### src/rtl/rst_seq_pkg.sv
// Shared types and elaboration helpers for the reset sequencer.
// Holds the FSM state encoding, counter sizing and parameter legality check.
package rst_seq_pkg;

    typedef enum logic [1:0] {
        ASSERT  = 2'd0,
        RELEASE = 2'd1,
        RUN     = 2'd2
    } seq_state_t;

    // Wide enough to hold the larger of the hold and spacing terminal counts.
    function automatic int cnt_width(input int min_assert, input int step_cycles);
        int longest;
        longest = (min_assert > step_cycles) ? min_assert : step_cycles;
        return $clog2(longest + 1);
    endfunction

    function automatic bit params_legal(input int num_ch, input int sync_stages,
                                        input int min_assert, input int step_cycles);
        return (num_ch >= 1) && (sync_stages >= 2) && (min_assert >= 1) && (step_cycles >= 1);
    endfunction

endpackage

### src/rtl/rst_seq_gen_stretch.sv
// Per-channel software reset stretcher: holds one channel low MIN_ASSERT cycles after its last request.
// Latency: output drops on the edge sampling sw_rst, releases MIN_ASSERT edges after the last request.
// Backpressure: none; requests on an unreleased channel are ignored, a global clear wins over everything.
module rst_stretch #(
    parameter int MIN_ASSERT = 8,
    parameter int CNT_W      = 5
) (
    input  logic clk,
    input  logic rst,
    input  logic clr,
    input  logic rel,
    input  logic rel_nxt,
    input  logic sw_rst,
    output logic rst_n
);

    logic [CNT_W-1:0] cnt_q;
    logic             hold_q;

    always_ff @(posedge clk) begin
        if (rst || clr) begin
            cnt_q  <= '0;
            hold_q <= 1'b0;
            rst_n  <= 1'b0;
        end else if (rel && sw_rst) begin
            // A repeat request while already held restarts the full hold.
            cnt_q  <= CNT_W'(MIN_ASSERT - 1);
            hold_q <= 1'b1;
            rst_n  <= 1'b0;
        end else if (hold_q) begin
            if (cnt_q == '0) begin
                hold_q <= 1'b0;
                rst_n  <= rel_nxt;
            end else begin
                cnt_q <= cnt_q - CNT_W'(1);
                rst_n <= 1'b0;
            end
        end else begin
            rst_n <= rel_nxt;
        end
    end

endmodule

### src/rtl/rst_seq_gen.sv
// Reset sequencer: sync ext request, hold all channels MIN_ASSERT cycles, release ascending every STEP_CYCLES (scan bypass under RST_SEQ_TEST_EN).
// Latency: ext_rst_n rise -> ch0 release after SYNC_STAGES+MIN_ASSERT edges; ext_rst_n fall -> all low within SYNC_STAGES+1 edges.
// Backpressure: none; free-running, software resets only stretch already-released channels.
module rst_seq_gen #(
    parameter int NUM_CH      = 4,
    parameter int SYNC_STAGES = 2,
    parameter int MIN_ASSERT  = 8,
    parameter int STEP_CYCLES = 16
) (
    input  logic              clk,
    input  logic              rst,
    input  logic              ext_rst_n,
    input  logic [NUM_CH-1:0] sw_rst,
    input  logic              test_shift,
    output logic [NUM_CH-1:0] rst_out_n,
    output logic              seq_busy,
    output logic              seq_done
);
    import rst_seq_pkg::*;

    localparam int CNT_W = cnt_width(MIN_ASSERT, STEP_CYCLES);
    localparam int IDX_W = (NUM_CH > 1) ? $clog2(NUM_CH) : 1;

    if (!params_legal(NUM_CH, SYNC_STAGES, MIN_ASSERT, STEP_CYCLES)) begin : g_param_check
        $error("rst_seq_gen: illegal parameter combination");
    end

    logic [SYNC_STAGES-1:0] sync_q;
    logic                   ext_sync_n;

    always_ff @(posedge clk) begin
        if (rst) sync_q <= '0;
        else     sync_q <= {sync_q[SYNC_STAGES-2:0], ext_rst_n};
    end
    assign ext_sync_n = sync_q[SYNC_STAGES-1];

    seq_state_t        state_q, state_nxt;
    logic [CNT_W-1:0]  cnt_q, cnt_nxt;
    logic [IDX_W-1:0]  idx_q, idx_nxt, idx_inc;
    logic [NUM_CH-1:0] rel_q, rel_nxt;
    logic              clr;

    always_ff @(posedge clk) begin
        if (rst) begin
            state_q  <= ASSERT;
            cnt_q    <= '0;
            idx_q    <= '0;
            rel_q    <= '0;
            seq_busy <= 1'b1;
            seq_done <= 1'b0;
        end else begin
            state_q  <= state_nxt;
            cnt_q    <= cnt_nxt;
            idx_q    <= idx_nxt;
            rel_q    <= rel_nxt;
            seq_busy <= (state_nxt != RUN);
            seq_done <= (state_nxt == RUN);
        end
    end

    always_comb begin
        state_nxt = state_q;
        cnt_nxt   = cnt_q;
        idx_nxt   = idx_q;
        rel_nxt   = rel_q;
        clr       = 1'b0;
        idx_inc   = idx_q + IDX_W'(1);
        if (!ext_sync_n) begin
            // External request overrides every state, including mid-release.
            state_nxt = ASSERT;
            cnt_nxt   = '0;
            idx_nxt   = '0;
            rel_nxt   = '0;
            clr       = 1'b1;
        end else begin
            case (state_q)
                ASSERT: begin
                    if (cnt_q == CNT_W'(MIN_ASSERT - 1)) begin
                        cnt_nxt    = '0;
                        idx_nxt    = '0;
                        rel_nxt    = '0;
                        rel_nxt[0] = 1'b1;
                        state_nxt  = (NUM_CH == 1) ? RUN : RELEASE;
                    end else begin
                        cnt_nxt = cnt_q + CNT_W'(1);
                    end
                end
                RELEASE: begin
                    if (cnt_q == CNT_W'(STEP_CYCLES - 1)) begin
                        cnt_nxt          = '0;
                        idx_nxt          = idx_inc;
                        rel_nxt[idx_inc] = 1'b1;
                        if (idx_inc == IDX_W'(NUM_CH - 1)) state_nxt = RUN;
                    end else begin
                        cnt_nxt = cnt_q + CNT_W'(1);
                    end
                end
                default: ;
            endcase
        end
    end

    logic [NUM_CH-1:0] rst_q;

    for (genvar i = 0; i < NUM_CH; i++) begin : g_ch
        rst_stretch #(
            .MIN_ASSERT(MIN_ASSERT),
            .CNT_W     (CNT_W)
        ) u_stretch (
            .clk    (clk),
            .rst    (rst),
            .clr    (clr),
            .rel    (rel_q[i]),
            .rel_nxt(rel_nxt[i]),
            .sw_rst (sw_rst[i]),
            .rst_n  (rst_q[i])
        );
    end

`ifdef RST_SEQ_TEST_EN
    assign rst_out_n = rst_q | {NUM_CH{test_shift}};
`else
    logic unused_test_shift;
    assign unused_test_shift = test_shift;
    assign rst_out_n         = rst_q;
`endif

endmodule

### config.mk
export PLATFORM = sky130hd
export DESIGN_NAME = rst_seq_gen
export DESIGN_NICKNAME = d
export VERILOG_FILES = /design/src/rtl/rst_seq_pkg.sv /design/src/rtl/rst_seq_gen_stretch.sv /design/src/rtl/rst_seq_gen.sv
export SDC_FILE = /design/constraint.sdc
export NUM_CORES = 1
export LEC_CHECK = 0
export BUFFER_PORTS_ARGS = -buffer_cell sky130_fd_sc_hd__buf_2
export CAP_MARGIN = 0
export CORE_ASPECT_RATIO = 0.7
export CORE_UTILIZATION = 40
export DETAILED_ROUTE_END_ITERATION = 6
export SYNTH_ARGS = -nofsm -noshare
export SYNTH_HDL_FRONTEND = slang
export SYNTH_SLANG_ARGS = --single-unit
### constraint.sdc
create_clock -name clk -period 4.25 [get_ports clk]
set_clock_uncertainty 0.15 [all_clocks]
set_input_delay 0.2125 -clock clk [delete_from_list [all_inputs] [get_ports clk]]
set_output_delay 0.2125 -clock clk [all_outputs]
set_load 0.03 [all_outputs]
Word-level counts from Yosys, hierarchy flattened:

Cells that the tools add are included.

* output and inout port bits: 6
* bits of input ports: 8
* register bits after elaboration: 45
* logic and storage cells: 129

* add/sub/neg operators: 6
* multiplexer cells: 50
* order comparisons: 2
* bitwise logic cells: 6
* reduce and logical (&&, ||, !) cells: 30
* eq/ne operators: 12

Operator list (number)
* 3-bit 2-to-1 mux: 12
* 1-bit 2-to-1 mux: 22
* 5-bit logical NOT: 4
* 5-bit by 1-bit subtractor with 5-bit output (second input constant): 4
* 2-bit AND reduction: 8
* 2-bit 2-to-1 mux: 6
* 4-bit 2-to-1 mux: 3
* 5-bit 2-to-1 mux: 2
* 5-bit case mux with 2 select lines: 1
* 2-bit nonzero test: 5
* 2-bit OR reduction: 5
* 2-bit by 1-bit inequality test with 1-bit output (second input constant): 4
* 2-bit case mux with 2 select lines: 2
* 4-bit case mux with 2 select lines: 1
* 2-bit inequality test (second input constant): 3
* 5-bit by 1-bit adder with 5-bit output (second input constant): 1
* 5-bit by 3-bit equality test with 1-bit output (second input constant): 1
* 5-bit by 4-bit equality test with 1-bit output (second input constant): 1
* 1-bit logical AND: 5
* 1-bit NOT: 5
* 2-bit equality test (second input constant): 2
* 4-bit bitwise OR: 1
* 2-bit by 3-bit less-than comparator with 1-bit output (second input constant): 1
* 3-bit AND reduction: 1
* 6 further kinds: 6

Logic depth before layout (Yosys ltp):

* word-level depth: 11
* mapped depth: 7
* gate-level depth less buffers: 6

Cells and area by module:

From an unflattened synthesis, not the netlist that was laid out.

* cell total of the unflattened synthesis: 252
* area total of the unflattened synthesis: 2265.9 µm²

By module, submodules not included
* rst_stretch: instances 4, seq. area each 140.1 µm², area an instance 357.8 µm², cells each 41
* rst_seq_gen: instances 1, seq. area each 340.3 µm², area an instance 834.6 µm², cells each 88

Worst setup path before layout:

No wires, ideal clock.

* kind: reg2reg
* start point: register cnt_q[0]
* end point: register g_ch[0].u_stretch.rst_n
* buffers on the path: 1
* library setup time: 0.125 ns
* setup slack: 2.418 ns
* data required time: 3.975 ns
* period minus slack after synthesis: 1.832 ns
* stages on the path, launching flop included: 8
* data arrival time: 1.557 ns
* cell sequence: dfxtp_1 -> ha_1 -> and3_1 -> ha_1 -> and3b_1 -> buf_6 -> a221oi_2 -> nor4_1

* word-level cells in the longest chain between the ends: 6
* elaborated cells on any way between the ends: 8
* classes of those cells: eq/ne (2); mux (6)

Ends and longest elaborated chain
* from (decl): line rst_seq_gen.sv:38 `logic [CNT_W-1:0] cnt_q, cnt_nxt;`
* from (signal assigned): line rst_seq_gen.sv:53 `cnt_q <= cnt_nxt;`
* 5-bit by 4-bit equality test with 1-bit output or 5-bit by 3-bit equality test with 1-bit output (tied branches): line rst_seq_gen.sv:89, rst_seq_gen.sv:78
* 4-bit 2-to-1 mux (on tied branches): line rst_seq_gen.sv:89, rst_seq_gen.sv:78
* 4-bit case mux with 2 select lines *: line rst_seq_gen.sv:76 `case (state_q)`
* 4-bit 2-to-1 mux *: line rst_seq_gen.sv:68 `if (!ext_sync_n) begin`
* 1-bit 2-to-1 mux: line rst_seq_gen_stretch.sv:31 `if (cnt_q == '0) begin`
* 1-bit 2-to-1 mux *: line rst_seq_gen_stretch.sv:30 `end else if (hold_q) begin`
* to (signal assigned): line rst_seq_gen_stretch.sv:33 `rst_n <= rel_nxt;`
* to (signal assigned): line rst_seq_gen_stretch.sv:39 `rst_n <= rel_nxt;`
* to (decl): line rst_seq_gen_stretch.sv:14 `output logic rst_n`

Every way passes the cells marked *; elsewhere a longest branch is shown, timed or not.
A chain may end at the register's enable or synchronous reset.

Worst setup path in the final report:

* start point: register cnt_q[0]
* end point: register g_ch[2].u_stretch.rst_n

* word-level cells in the longest chain between the ends: 6
* elaborated cells on any way between the ends: 8
* classes of those cells: eq/ne (2); mux (6)

Ends and longest elaborated chain (line)
* 5-bit by 4-bit equality test with 1-bit output or 5-bit by 3-bit equality test with 1-bit output (tied branches): rst_seq_gen.sv:89, rst_seq_gen.sv:78
* 4-bit 2-to-1 mux (on tied branches): rst_seq_gen.sv:89, rst_seq_gen.sv:78
* 4-bit case mux with 2 select lines *: rst_seq_gen.sv:76
* 4-bit 2-to-1 mux *: rst_seq_gen.sv:68
* 1-bit 2-to-1 mux: rst_seq_gen_stretch.sv:31
* 1-bit 2-to-1 mux *: rst_seq_gen_stretch.sv:30
* to (signal assigned): rst_seq_gen_stretch.sv:33
* to (signal assigned): rst_seq_gen_stretch.sv:39
* to (decl): rst_seq_gen_stretch.sv:14

Marked as above.

==> flow_summary.json <==
{
  "status": "finished clean",
  "yosysWarnings": 0,
  "p_total_mw": 0.711,
  "timing.final.crit_period_ns": 2.10,
  "fmax_mhz": 476,
  "startpoint_type": "register",
  "routed_via_density": 5.22,
  "hold_slack_ns": 0.123,
  "grt_overflow_total": 0,
  "synth_flop_cell": "dfxtp_1",
  "p_int_mw": 0.560,
  "cts_tree": "done",
  "dr.pass1.iters": 4,
  "cp-end-kind": "register",
  "dp_slack_ns": 2.18,
  "r2r_start": "cnt_q[0]",
  "synth-compound-area-share": 0.150,
  "synth_mux_area_frac": 0.0185,
  "post-cts-setup-buffer-count": 0,
  "drtIter0Drc": 67,
  "insertion_delay_ns": 0.30,
  "htree_levels": 2,
  "power.share.switching": 0.213,
  "place_congestion": 0.742,
  "die_h_um": 63.5,
  "grt_setup_unrepaired": "no",
  "cts_buffers": 5,
  "rows": 21,
  "antennaDiodeCount": 0,
  "dp_hpwl_um": 2650,
  "clock_path_buffers": 2,
  "grt_pass1_vias": 1439,
  "syn_area_sq_um": 2160,
  "antenna_found_initial": 0,
  "cts_hold_buf": 2,
  "setup_tns_ns": 0,
  "cp_max_fo": 11,
  "ys_types": 45,
  "cts-root-buf": "clkbuf_8",
  "ir_drop_v": 0.000135,
  "grt_max_degree": 19,
  "coreArea_sq_um": 4990,
  "synthesis.nets": 248,
  "area_delta_synth_final_pct": 9.43,
  "wl_per_cell_um": 12.5,
  "stdcell_count": 310,
  "ys_ff_latch": 45,
  "fp.dieW_um": 89.9,
  "cts-resized-gates": 0,
  "cellLeakagePower_nw": 0.838,
  "setup_ws_ns": 2.15,
  "worstMarginPinSlew_ns": 0.626,
  "track_usage": 0.145,
  "nets": 259,
  "pwr-share-clk": 0.388,
  "min_from": "sw_rst[0]",
  "grt_pass1_wl_um": 6580,
  "clk_pin_slew_ns": 0.08,
  "yosysSeqAreaShare": 0.417,
  "io_pins": 14,
  "slew_headroom": 0.583,
  "synth_top_family_by_area": "simple AND/OR/NAND/NOR gates",
  "pwr-share-seq": 0.595,
  "power.density_nw_per_um2": 301,
  "synthArstFlopShare": 0,
  "avgSynthCellArea_sq_um": 9.44,
  "synthXorXnorAreaFrac": 0.00810,
  "startpoint": "cnt_q[0]",
  "synth-simple-area-share": 0.279,
  "period_share": 0.494,
  "clock-sinks": 45,
  "cap_violations": 0,
  "drv_slew": 0,
  "p_comb_frac": 0.017,
  "wl_um": 3860,
  "min_path_type": "in -> reg",
  "setup_viol": 0,
  "hold_viol": 0,
  "critPathRequiredTime_ns": 4.32,
  "worstSetupPathType": "reg -> reg",
  "crit_arrival_ns": 2.16,
  "post-place-cells": 300,
  "synth_fa_ha_area_frac": 0.0637,
  "synthCells": 229,
  "drive_above_1_share": 0.145,
  "drc": 0,
  "ant_nets": 0,
  "initial_core_util": 0.433,
  "power.switching_mw": 0.151,
  "dieArea_sq_um": 5710,
  "synth-edff-count": 0,
  "num_vias": 1618,
  "numPortBuffers": 12,
  "most-common-layout-cells": "dfxtp_1 (45), nor3_1 (18), inv_1 (17)",
  "final_common_cell": "dfxtp_1"
}
==> worst max-delay path: stages, from the launching register on <==
cell	delay (ns)
dfxtp_1	0.39
ha_1	0.22
and3_1	0.20
ha_1	0.20
and3b_1	0.48
a21oi_2	0.13
nor4b_2	0.25
==> stage by stage <==
stage          utilization  instance area [sq um]
2_1_floorplan            -                   2160
3_3_place_gp         0.451                   2250
3_5_place_dp         0.451                   2250
4_1_cts              0.474                   2370
5_1_grt              0.474                   2370
6_report             0.474                   2370
==> area by class of cell <==
| type | count | area [sq um] |
|---|---|---|
| multi-input cells | 155 | 1120 |
| inverters | 17 | 63.8 |
| repair buffers | 16 | 95.1 |
| well taps | 69 | 86.3 |
| fillers | 478 | 2630 |
| flip-flops and latches | 45 | 901 |
| clock inverters | 2 | 13.8 |
| clock buffers | 6 | 82.6 |
==> layer usage <==
metal,track usage,vias to the layer above,share of wire
met1,0.200,737,0.55
met4,0.0665,0,0.015
li1,-,847,-
met2,0.209,27,0.40
met5,0,-,0
met3,0.0411,7,0.040
==> cells by family after synthesis <==
family | count (synthesis)
simple gates | 92
xor+xnor | 2
compound gates | 46
buf+inv | 29
fa+ha+maj | 11
flops | 45
mux | 4
==> power groups by stage <==
stage | combinational (mW) | clock, mW | sequential, mW
2_1_floorplan | 0.00597 | 0 | 0.433
3_3_place_gp | 0.0108 | 0 | 0.433
5_1_grt | 0.0135 | 0.302 | 0.423
6_report | 0.0123 | 0.276 | 0.423
3_5_place_dp | 0.0109 | 0 | 0.433
4_1_cts | 0.0123 | 0.286 | 0.423
==> registers in the layout (all words and copies together), names as in the netlist <==
register	count
g_ch.u_stretch.cnt_q	20
seq_busy	1
g_ch.u_stretch.rst_n	4
seq_done	1
cnt_q	5
g_ch.u_stretch.hold_q	4
idx_q	2
sync_q	2
state_q	2
rel_q	4
==> synth_stat cells (2+ instances only) <==
cell,instances,share of area
o31ai_1,8,0.028
inv_1,17,0.030
a21oi_1,12,0.028
nand3b_1,2,0.0069
nor4b_2,2,0.014
a21oi_2,2,0.0081
a31oi_1,6,0.017
o21ai_0,5,0.012
a311oi_1,4,0.016
nor3_1,18,0.042
nor4_1,2,0.0058
nand3_1,5,0.012
mux2i_1,4,0.019
nand2_1,16,0.028
nor4b_4,4,0.044
nand2b_1,4,0.012
dfxtp_1,45,0.42
and2_1,6,0.017
buf_4,4,0.014
or3_1,16,0.046
buf_2,5,0.012
nor2_1,6,0.010
nor2b_1,4,0.012
ha_1,11,0.064
==> path summary, 6_finish.rpt <==
path	end	slack [ns]	cells after the start
worst min-delay path	g_ch[0].u_stretch.cnt_q[1]	0.12	3
worst min register to register	sync_q[1]	0.29	1
worst max register to register	g_ch[2].u_stretch.rst_n	2.15	6
worst max-delay path	g_ch[2].u_stretch.rst_n	2.15	6
No activity file was read; power rests on OpenSTA's default activity.
